--- src/rtl/ofdm_pilots_remove.sv ---
// ---------------------------------------------------------------------------
// ofdm_pilots_remove
//
// Purpose
//   RX-side pilot/null removal between the FFT and the demapper. Takes the 64
//   FFT bins of each OFDM symbol in natural order (0..63), drops the DC bin,
//   the null bins 27..37 and the pilot bins 7/21/43/57, and forwards the 48
//   data subcarriers in arrival order over the CYC/STB/WE/ACK handshake.
//   The output stage is an output register plus a one-entry skid so that
//   ACK_O is purely registered (no ACK_I -> ACK_O combinational path).
//
// Optional feature (macro PILOT_CPE_EN)
//   When defined, the four pilots of each symbol are summed with base polarity
//   (+7, -21, +43, +57) into 18-bit I/Q sums, published with a one-cycle
//   PILOT_VLD pulse the cycle after bin 57 is accepted. When undefined the
//   ports and the accumulator do not exist; the data path is identical.
//
// Ports
//   CLK_I        in   1    clock
//   RST_I        in   1    asynchronous active-high reset
//   DAT_I        in   DW   FFT bin sample, I = [DW-1:DW/2], Q = [DW/2-1:0]
//   CYC_I        in   1    symbol valid; falling mid-symbol aborts it
//   STB_I        in   1    sample strobe
//   WE_I         in   1    write qualifier
//   ACK_O        out  1    input accepted (registered)
//   DAT_O        out  DW   data-subcarrier sample
//   CYC_O        out  1    output symbol in progress
//   STB_O        out  1    output strobe
//   WE_O         out  1    copy of STB_O
//   ACK_I        in   1    downstream accept
//   dataCount    out  6    data index 0..47 of the sample on DAT_O
//   PILOT_I_SUM  out  18   (PILOT_CPE_EN) signed pilot I sum
//   PILOT_Q_SUM  out  18   (PILOT_CPE_EN) signed pilot Q sum
//   PILOT_VLD    out  1    (PILOT_CPE_EN) sums valid pulse
// ---------------------------------------------------------------------------
module ofdm_pilots_remove #(
  parameter int DW   = 32,
  parameter int NFFT = 64
) (
  input  logic          CLK_I,
  input  logic          RST_I,
  input  logic [DW-1:0] DAT_I,
  input  logic          CYC_I,
  input  logic          STB_I,
  input  logic          WE_I,
  output logic          ACK_O,
  output logic [DW-1:0] DAT_O,
  output logic          CYC_O,
  output logic          STB_O,
  output logic          WE_O,
  input  logic          ACK_I,
  output logic [5:0]    dataCount
`ifdef PILOT_CPE_EN
  ,
  output logic [17:0]   PILOT_I_SUM,
  output logic [17:0]   PILOT_Q_SUM,
  output logic          PILOT_VLD
`endif
);

  localparam logic [5:0] LAST_BIN  = 6'(NFFT - 1);
  localparam logic [5:0] LAST_DATA = 6'd47;

  // Input side
  logic [5:0]    r_bin;
  logic [5:0]    r_didx;
  logic          r_ack;

  // Output register and skid entry; each sample carries its data index
  logic [DW-1:0] r_dat;
  logic [5:0]    r_cnt;
  logic          r_stb;
  logic          r_cyc;
  logic [DW-1:0] r_skid_dat;
  logic [5:0]    r_skid_idx;
  logic          r_skid_vld;

  logic          w_acc;
  logic          w_is_data;
  logic          w_push;
  logic          w_xfer;
  logic [5:0]    w_didx_next;
  logic [DW-1:0] w_dat_next;
  logic [5:0]    w_cnt_next;
  logic          w_stb_next;
  logic          w_cyc_next;
  logic [DW-1:0] w_skid_dat_next;
  logic [5:0]    w_skid_idx_next;
  logic          w_skid_vld_next;

  assign w_acc  = CYC_I & STB_I & WE_I & r_ack;
  assign w_xfer = r_stb & ACK_I;

  // Data subcarriers: 1..26 and 38..63, minus the pilot bins.
  assign w_is_data = ((r_bin >= 6'd1 && r_bin <= 6'd26) || (r_bin >= 6'd38)) &&
                     (r_bin != 6'd7)  && (r_bin != 6'd21) &&
                     (r_bin != 6'd43) && (r_bin != 6'd57);
  assign w_push    = w_acc & w_is_data;

  // Index the next accepted data bin will carry. An abort (CYC_I low) and
  // bin 0 both restart it, so it reads 0 whenever no symbol is pending.
  always_comb begin
    // NOTE: every combinational output gets a default first so no path can
    // leave it unassigned and infer a latch.
    w_didx_next = r_didx;
    if (!CYC_I) begin
      w_didx_next = 6'd0;
    end else if (w_acc && r_bin == 6'd0) begin
      w_didx_next = 6'd0;
    end else if (w_push) begin
      w_didx_next = (r_didx == LAST_DATA) ? 6'd0 : r_didx + 6'd1;
    end
  end

  // Output register / skid steering.
  always_comb begin
    w_dat_next      = r_dat;
    w_cnt_next      = r_cnt;
    w_stb_next      = r_stb;
    w_skid_dat_next = r_skid_dat;
    w_skid_idx_next = r_skid_idx;
    w_skid_vld_next = r_skid_vld;

    if (!r_stb || w_xfer) begin
      // Output slot free this cycle: oldest sample (skid) goes first.
      if (r_skid_vld) begin
        w_dat_next = r_skid_dat;
        w_cnt_next = r_skid_idx;
        w_stb_next = 1'b1;
        if (w_push) begin
          w_skid_dat_next = DAT_I;
          w_skid_idx_next = r_didx;
        end else begin
          w_skid_vld_next = 1'b0;
        end
      end else if (w_push) begin
        w_dat_next = DAT_I;
        w_cnt_next = r_didx;
        w_stb_next = 1'b1;
      end else begin
        // Empty: dataCount shows the index of the next expected sample,
        // which is 0 after the last sample of a symbol or an abort.
        w_stb_next = 1'b0;
        w_cnt_next = w_didx_next;
      end
    end else if (w_push) begin
      w_skid_dat_next = DAT_I;
      w_skid_idx_next = r_didx;
      w_skid_vld_next = 1'b1;
    end

    // CYC_O rises with data sample 0 and falls once the output is empty
    // with no further samples of the symbol expected.
    if (w_stb_next) begin
      w_cyc_next = r_cyc | (w_cnt_next == 6'd0);
    end else begin
      w_cyc_next = r_cyc & (w_didx_next != 6'd0);
    end
  end

  always_ff @(posedge CLK_I or posedge RST_I) begin
    if (RST_I) begin
      r_bin      <= 6'd0;
      r_didx     <= 6'd0;
      r_ack      <= 1'b0;
      r_dat      <= '0;
      r_cnt      <= 6'd0;
      r_stb      <= 1'b0;
      r_cyc      <= 1'b0;
      r_skid_dat <= '0;
      r_skid_idx <= 6'd0;
      r_skid_vld <= 1'b0;
    end else begin
      // NOTE: state registers use non-blocking assignments so every flop
      // samples the pre-edge values regardless of statement order.
      if (!CYC_I) begin
        r_bin <= 6'd0;
      end else if (w_acc) begin
        r_bin <= (r_bin == LAST_BIN) ? 6'd0 : r_bin + 6'd1;
      end
      r_didx     <= w_didx_next;
      r_ack      <= ~w_skid_vld_next;
      r_dat      <= w_dat_next;
      r_cnt      <= w_cnt_next;
      r_stb      <= w_stb_next;
      r_cyc      <= w_cyc_next;
      r_skid_dat <= w_skid_dat_next;
      r_skid_idx <= w_skid_idx_next;
      r_skid_vld <= w_skid_vld_next;
    end
  end

  assign ACK_O     = r_ack;
  assign DAT_O     = r_dat;
  assign CYC_O     = r_cyc;
  assign STB_O     = r_stb;
  assign WE_O      = r_stb;
  assign dataCount = r_cnt;

`ifdef PILOT_CPE_EN
  logic signed [17:0] r_acc_i;
  logic signed [17:0] r_acc_q;
  logic signed [17:0] r_sum_i;
  logic signed [17:0] r_sum_q;
  logic               r_vld;
  logic signed [17:0] w_pil_i;
  logic signed [17:0] w_pil_q;
  logic signed [17:0] w_term_i;
  logic signed [17:0] w_term_q;

  assign w_pil_i = 18'(signed'(DAT_I[DW-1:DW/2]));
  assign w_pil_q = 18'(signed'(DAT_I[DW/2-1:0]));

  // Base pilot polarity: bin 21 is inverted, the other three are not.
  always_comb begin
    w_term_i = '0;
    w_term_q = '0;
    if (r_bin == 6'd7 || r_bin == 6'd43 || r_bin == 6'd57) begin
      w_term_i = w_pil_i;
      w_term_q = w_pil_q;
    end else if (r_bin == 6'd21) begin
      w_term_i = -w_pil_i;
      w_term_q = -w_pil_q;
    end
  end

  always_ff @(posedge CLK_I or posedge RST_I) begin
    if (RST_I) begin
      r_acc_i <= '0;
      r_acc_q <= '0;
      r_sum_i <= '0;
      r_sum_q <= '0;
      r_vld   <= 1'b0;
    end else begin
      r_vld <= w_acc && (r_bin == 6'd57);
      if (w_acc) begin
        if (r_bin == 6'd0) begin
          r_acc_i <= '0;
          r_acc_q <= '0;
        end else begin
          r_acc_i <= r_acc_i + w_term_i;
          r_acc_q <= r_acc_q + w_term_q;
        end
        if (r_bin == 6'd57) begin
          r_sum_i <= r_acc_i + w_term_i;
          r_sum_q <= r_acc_q + w_term_q;
        end
      end
    end
  end

  assign PILOT_I_SUM = r_sum_i;
  assign PILOT_Q_SUM = r_sum_q;
  assign PILOT_VLD   = r_vld;
`endif

endmodule

--- config.mk ---
export PLATFORM = sky130hd
export DESIGN_NAME = ofdm_pilots_remove
export DESIGN_NICKNAME = d
export VERILOG_FILES = /design/src/rtl/ofdm_pilots_remove.sv
export SDC_FILE = /design/constraint.sdc
export NUM_CORES = 1
export LEC_CHECK = 0
export CAP_MARGIN = 20
export CORE_ASPECT_RATIO = 0.6
export CORE_MARGIN = 2
export CORE_UTILIZATION = 50
export CTS_CLUSTER_SIZE = 8
export DETAILED_ROUTE_END_ITERATION = 6
export PLACE_DENSITY_LB_ADDON = 0.1
export RECOVER_POWER = 25
export SLEW_MARGIN = 40
export SYNTH_ARGS = -nofsm -noshare
export SYNTH_HDL_FRONTEND = slang
export SYNTH_SLANG_ARGS = --single-unit
--- constraint.sdc ---
create_clock -name CLK_I -period 8.3 [get_ports CLK_I]
set_clock_uncertainty 0.05 [all_clocks]
set_input_delay 1.245 -clock CLK_I [delete_from_list [all_inputs] [get_ports CLK_I]]
set_output_delay 1.245 -clock CLK_I [all_outputs]
set_load 0.005 [all_outputs]
# After elaboration in Yosys (flattened, before gate mapping)
# Index checks and enable logic that the tools add are counted.
# W data, S select, Z words.
# totals
in_bits	38
ff_bits	92
# op_classes
eq_ne	8
n_bitwise	8
n_reduce_logical	14
mux	25
magnitude_cmp	3
add_sub_neg	2
# op_table
operator	count
$mux W32	5
$mux W6	13
$add A6 B1 Y6 const B	2
$eq A6 B6 Y1 const B	2
$logic_not A6 Y1	2
$ne A6 B6 Y1 const B	2
$mux W1	7
$and A1 B1 Y1	6
$ge A6 B1 Y1 const B	1
$ge A6 B6 Y1 const B	1
$le A6 B5 Y1 const B	1
$logic_and A1 B1 Y1	6
$ne A6 B3 Y1 const B	1
$ne A6 B5 Y1 const B	1
$reduce_bool A6 Y1	1
$logic_or A1 B1 Y1	2
$ne A2 B1 Y1 const B	1
$ne A2 B2 Y1 const B	1
$reduce_and A2 Y1	1
$reduce_bool A2 Y1	1
$logic_not A1 Y1	1
$not A1 Y1	1
$or A1 B1 Y1	1

# Longest topological paths before layout
# logic_depth
depth_word	17
mapped_depth	9
depth_no_buf	8

# Least setup slack after synthesis
# No wires, ideal clock.
# synth_path
path_kind	input-to-reg
from	input WE_I
to	register r_skid_dat[0]
t_arrival_ns	2.672
path_buffers	3
stages	8
setup_slack_ns	5.453
cell_sequence	and4_1 buf_2 o31ai_2 a211o_4 nor2_4 buf_6 buf_12 mux2_4
# synth_via
elab_chain_len	6
# synth_lines
element	line_no	source
from (decl)	45	input logic WE_I,
$and A1 B1 Y1 * (2 in series)	91	assign w_acc = CYC_I & STB_I & WE_I & r_ack;
$and A1 B1 Y1 *	98	assign w_push = w_acc & w_is_data;
$mux W32 *	--	
$mux W32	--	
$mux W32 *	--	
to (signal assigned)	187	r_skid_dat <= w_skid_dat_next;
to (decl)	74	logic [DW-1:0] r_skid_dat;
# Mark *: on every way between the ends. The rest lies on a longest branch, timed or not. The select of a mux whose other input is x is not followed.
# A chain may end at the register's enable or synchronous reset.

# Worst setup path in the final report
# layout_path
from	input CYC_I
to	register r_skid_idx[1]
# layout_via
elab_chain_len	7
# layout_lines
element	line_no	source
from (decl)	43	input logic CYC_I,
$and A1 B1 Y1 * (3 in series)	91	
$and A1 B1 Y1 *	98	
$mux W6 *	--	
$mux W6	--	
$mux W6 *	--	
to (signal assigned)	188	r_skid_idx <= w_skid_idx_next;
to (decl)	75	logic [5:0] r_skid_idx;
# Marked as above.

==> flow_summary.toml <==
[logic_synthesis]
ys.flop_type = "dfrtp_1"
syn_area_per_cell_um2 = 11.6
synth_cells = 378
synth_compound_area_share_pct = 10.7
yosysSeqAreaShare_pct = 52.5
synth_simple_gate_area_share_pct = 11.2
synth_edf_count = 0
syn_area_mm2 = 0.00439
synth_top_family_by_area = "multiplexers"
ys_ff_latch = 92
async_flop_share_pct = 100
synthXorXnorAreaFrac_pct = 0.399
synthDistinctLibCells = 49
synth_nets = 422
synth_most_common_cell = "dfrtp_1"
ys_warn_count = 0
synthTopCellsByCount = "dfrtp_1, nand2_1, mux2i_1, o21ai_0, mux2_4"
ys_top_cells_by_area = "dfrtp_1, mux2i_1, mux2_4, mux2_2, nand2_1"
yosysTopAreaCell = "dfrtp_1"
yosysTopAreaCellShare_pct = 52.5
synth-adder-area-share_pct = 1.71
synth_mux_area_share_pct = 19.2

[place]
port_buffers = 79
dp_hpwl_mm = 6.18
gp_congestion = 0.839

[clock_tree]
cts_sinks = 92
clk_latency_ps = 340
cts.clk_slew.worst_paths_ps = 60
clock-root-buffer = "clkbuf_16"
cts_buffer_depth = 2
tritoncts = "yes"
cts_hold_buf = 0
cts_setup_buffers = 0
cts_resized = 0
cts.htree.levels = 3
cts-buffers-inserted = 9

[grt]
grt_remaining_overflow = 0
grt_max_degree = 65
antenna_found_initial = 0
grt_pass1_vias = 3093
grt_pass1_wl_mm = 15.6
groute.usage.overall_pct = 20.6

[sta]
worst_pin_slew_ps = 1700
setup_violations = 0
finalCritPeriodShare_pct = 47.9
final_max_slew_viol_count = 40
setup_tns_ps = 0
grt_setup_unrepaired = "false"
fmax_mhz = 252
post-route-min-period_ps = 3970
hold_violations = 0
maxSlewHeadroom_pct = -13.9

[outcome]
failed_checks = "max-capacitance violations, max-slew violations"
outcome = "complete, but fails checks"

[drt]
vias_per_cell = 5.36
postRouteAntennaNets = 0
drt_iter0_markers = 196
drc = 0
vias = 3035
wl_mm = 9.20
routedWlPerCell_um = 16.2
dr.pass1.iters = 4

[cells_and_area]
fin_nets = 493
diodes = 0
syn_to_final_growth_pct = 25.1
drive_gt1_share_pct = 15.0

[floorplan]
ios = 80
core-area_mm2 = 0.00852
rows = 26
fp.dieH_um = 76.6
fp.dieW_um = 125
dieArea_mm2 = 0.00956
initial_core_util_pct = 51.5

[setup_path]
cp_max_fo = 24
critical_path_class = "in2reg"
cp-end-kind = "register"
worstPathArrival_ps = 4150
start_kind = "input pin"
critPathRequiredTime_ps = 8470

[flow_run]
cap_violations = 1

[pwr]
max-vdd-ir-drop_v = 0.000115
power_mw = 1.14
power_leakage_nw = 2.43
powerDensity_mw_per_mm2 = 208

[min_path]
hold_path.class = "reg2reg"
-- report_power, final --
group          leakage (nW)  total, mW  internal, mW  switching (mW)
Sequential             1.23      0.545         0.509          0.0358
Combinational          1.05      0.204         0.127          0.0770
Clock                 0.145      0.391         0.220           0.171
Total                  2.43       1.14         0.856           0.284
-- logic make-up after synthesis --
group | count (synthesis)
buffers and inverters | 31
xor gates and xnor gates | 2
DFF | 92
and+or+nand+nor | 103
AOI/OAI and AO/OA | 72
adders and majority gates | 6
muxes | 72
-- registers in the layout, indices dropped and copies added, names as in the netlist --
| register | count |
|---|---|
| dataCount | 6 |
| DAT_O | 32 |
| r_skid_vld | 1 |
| r_skid_dat | 32 |
| r_skid_idx | 6 |
| r_bin | 6 |
| STB_O | 1 |
| r_didx | 6 |
| ACK_O | 1 |
| CYC_O | 1 |
-- through the flow --
step                      hold WS, ps  util [%]  cell area, um^2  worst slack (ps)  cells
after floorplan                   423         -             4390              4610    378
after global placement            411      61.0             5200              4180    550
after detailed placement          420      61.0             5200              4050    550
after CTS                         435      64.4             5490              4390    566
after global routing              453      64.4             5490              4180    566
final                             425      64.4             5490              4330    566
-- critical path, cell delays in order --
cell and delay [ps]:
dlygate4sd3_1 630, and4_1 420, o31ai_2 170, a211o_4 370, nor2_4 450, buf_4 460
mux2_2 380
-- final timing paths --
check / startpoint / end / slack, ps / cells after the start
max in group asynchronous: RST_I / r_skid_vld / 5090 / 3
worst max register to register: r_bin[0] / r_skid_idx[1] / 5230 / 8
worst min-delay path: DAT_O[12] / DAT_O[12] / 430 / 2
min in group asynchronous: RST_I / DAT_O[3] / 1720 / 2
worst min register to register: DAT_O[12] / DAT_O[12] / 430 / 2
worst max-delay path: CYC_I / r_skid_idx[1] / 4330 / 7
-- layout make-up --
cell class / count / area (um^2)
fillers: 706 / 3040
flip-flops and latches: 92 / 2300
multi-input cells: 255 / 1900
repair buffers: 83 / 821
clock buffers: 11 / 253
well taps: 112 / 140
clock inverters: 5 / 36.3
inverters: 8 / 31.3
-- cell usage in the layout, fill, tap and decap left out, types with 4 or more instances in the layout --
master / n
mux2_4: 20
nand2_1: 49
a21oi_1: 11
buf_4: 4
o21ai_1: 8
mux2i_1: 34
nand3b_1: 5
ha_1: 6
clkbuf_16: 9
dlygate4sd3_1: 15
a31oi_1: 6
mux2_2: 18
clkdlybuf4s50_1: 64
o21ai_0: 29
nand4_1: 4
dfrtp_1: 91
nor2_1: 17
nand3_1: 5
inv_1: 7
-- layer usage --
| layer | wire [um] | track usage, % |
|---|---|---|
| met3 | 496 | 6.32 |
| met5 | 0 | 0 |
| met4 | 111 | 6.00 |
| met2 | 4070 | 30.8 |
| met1 | 4520 | 29.3 |
No activity file was read; power rests on OpenSTA's default activity.
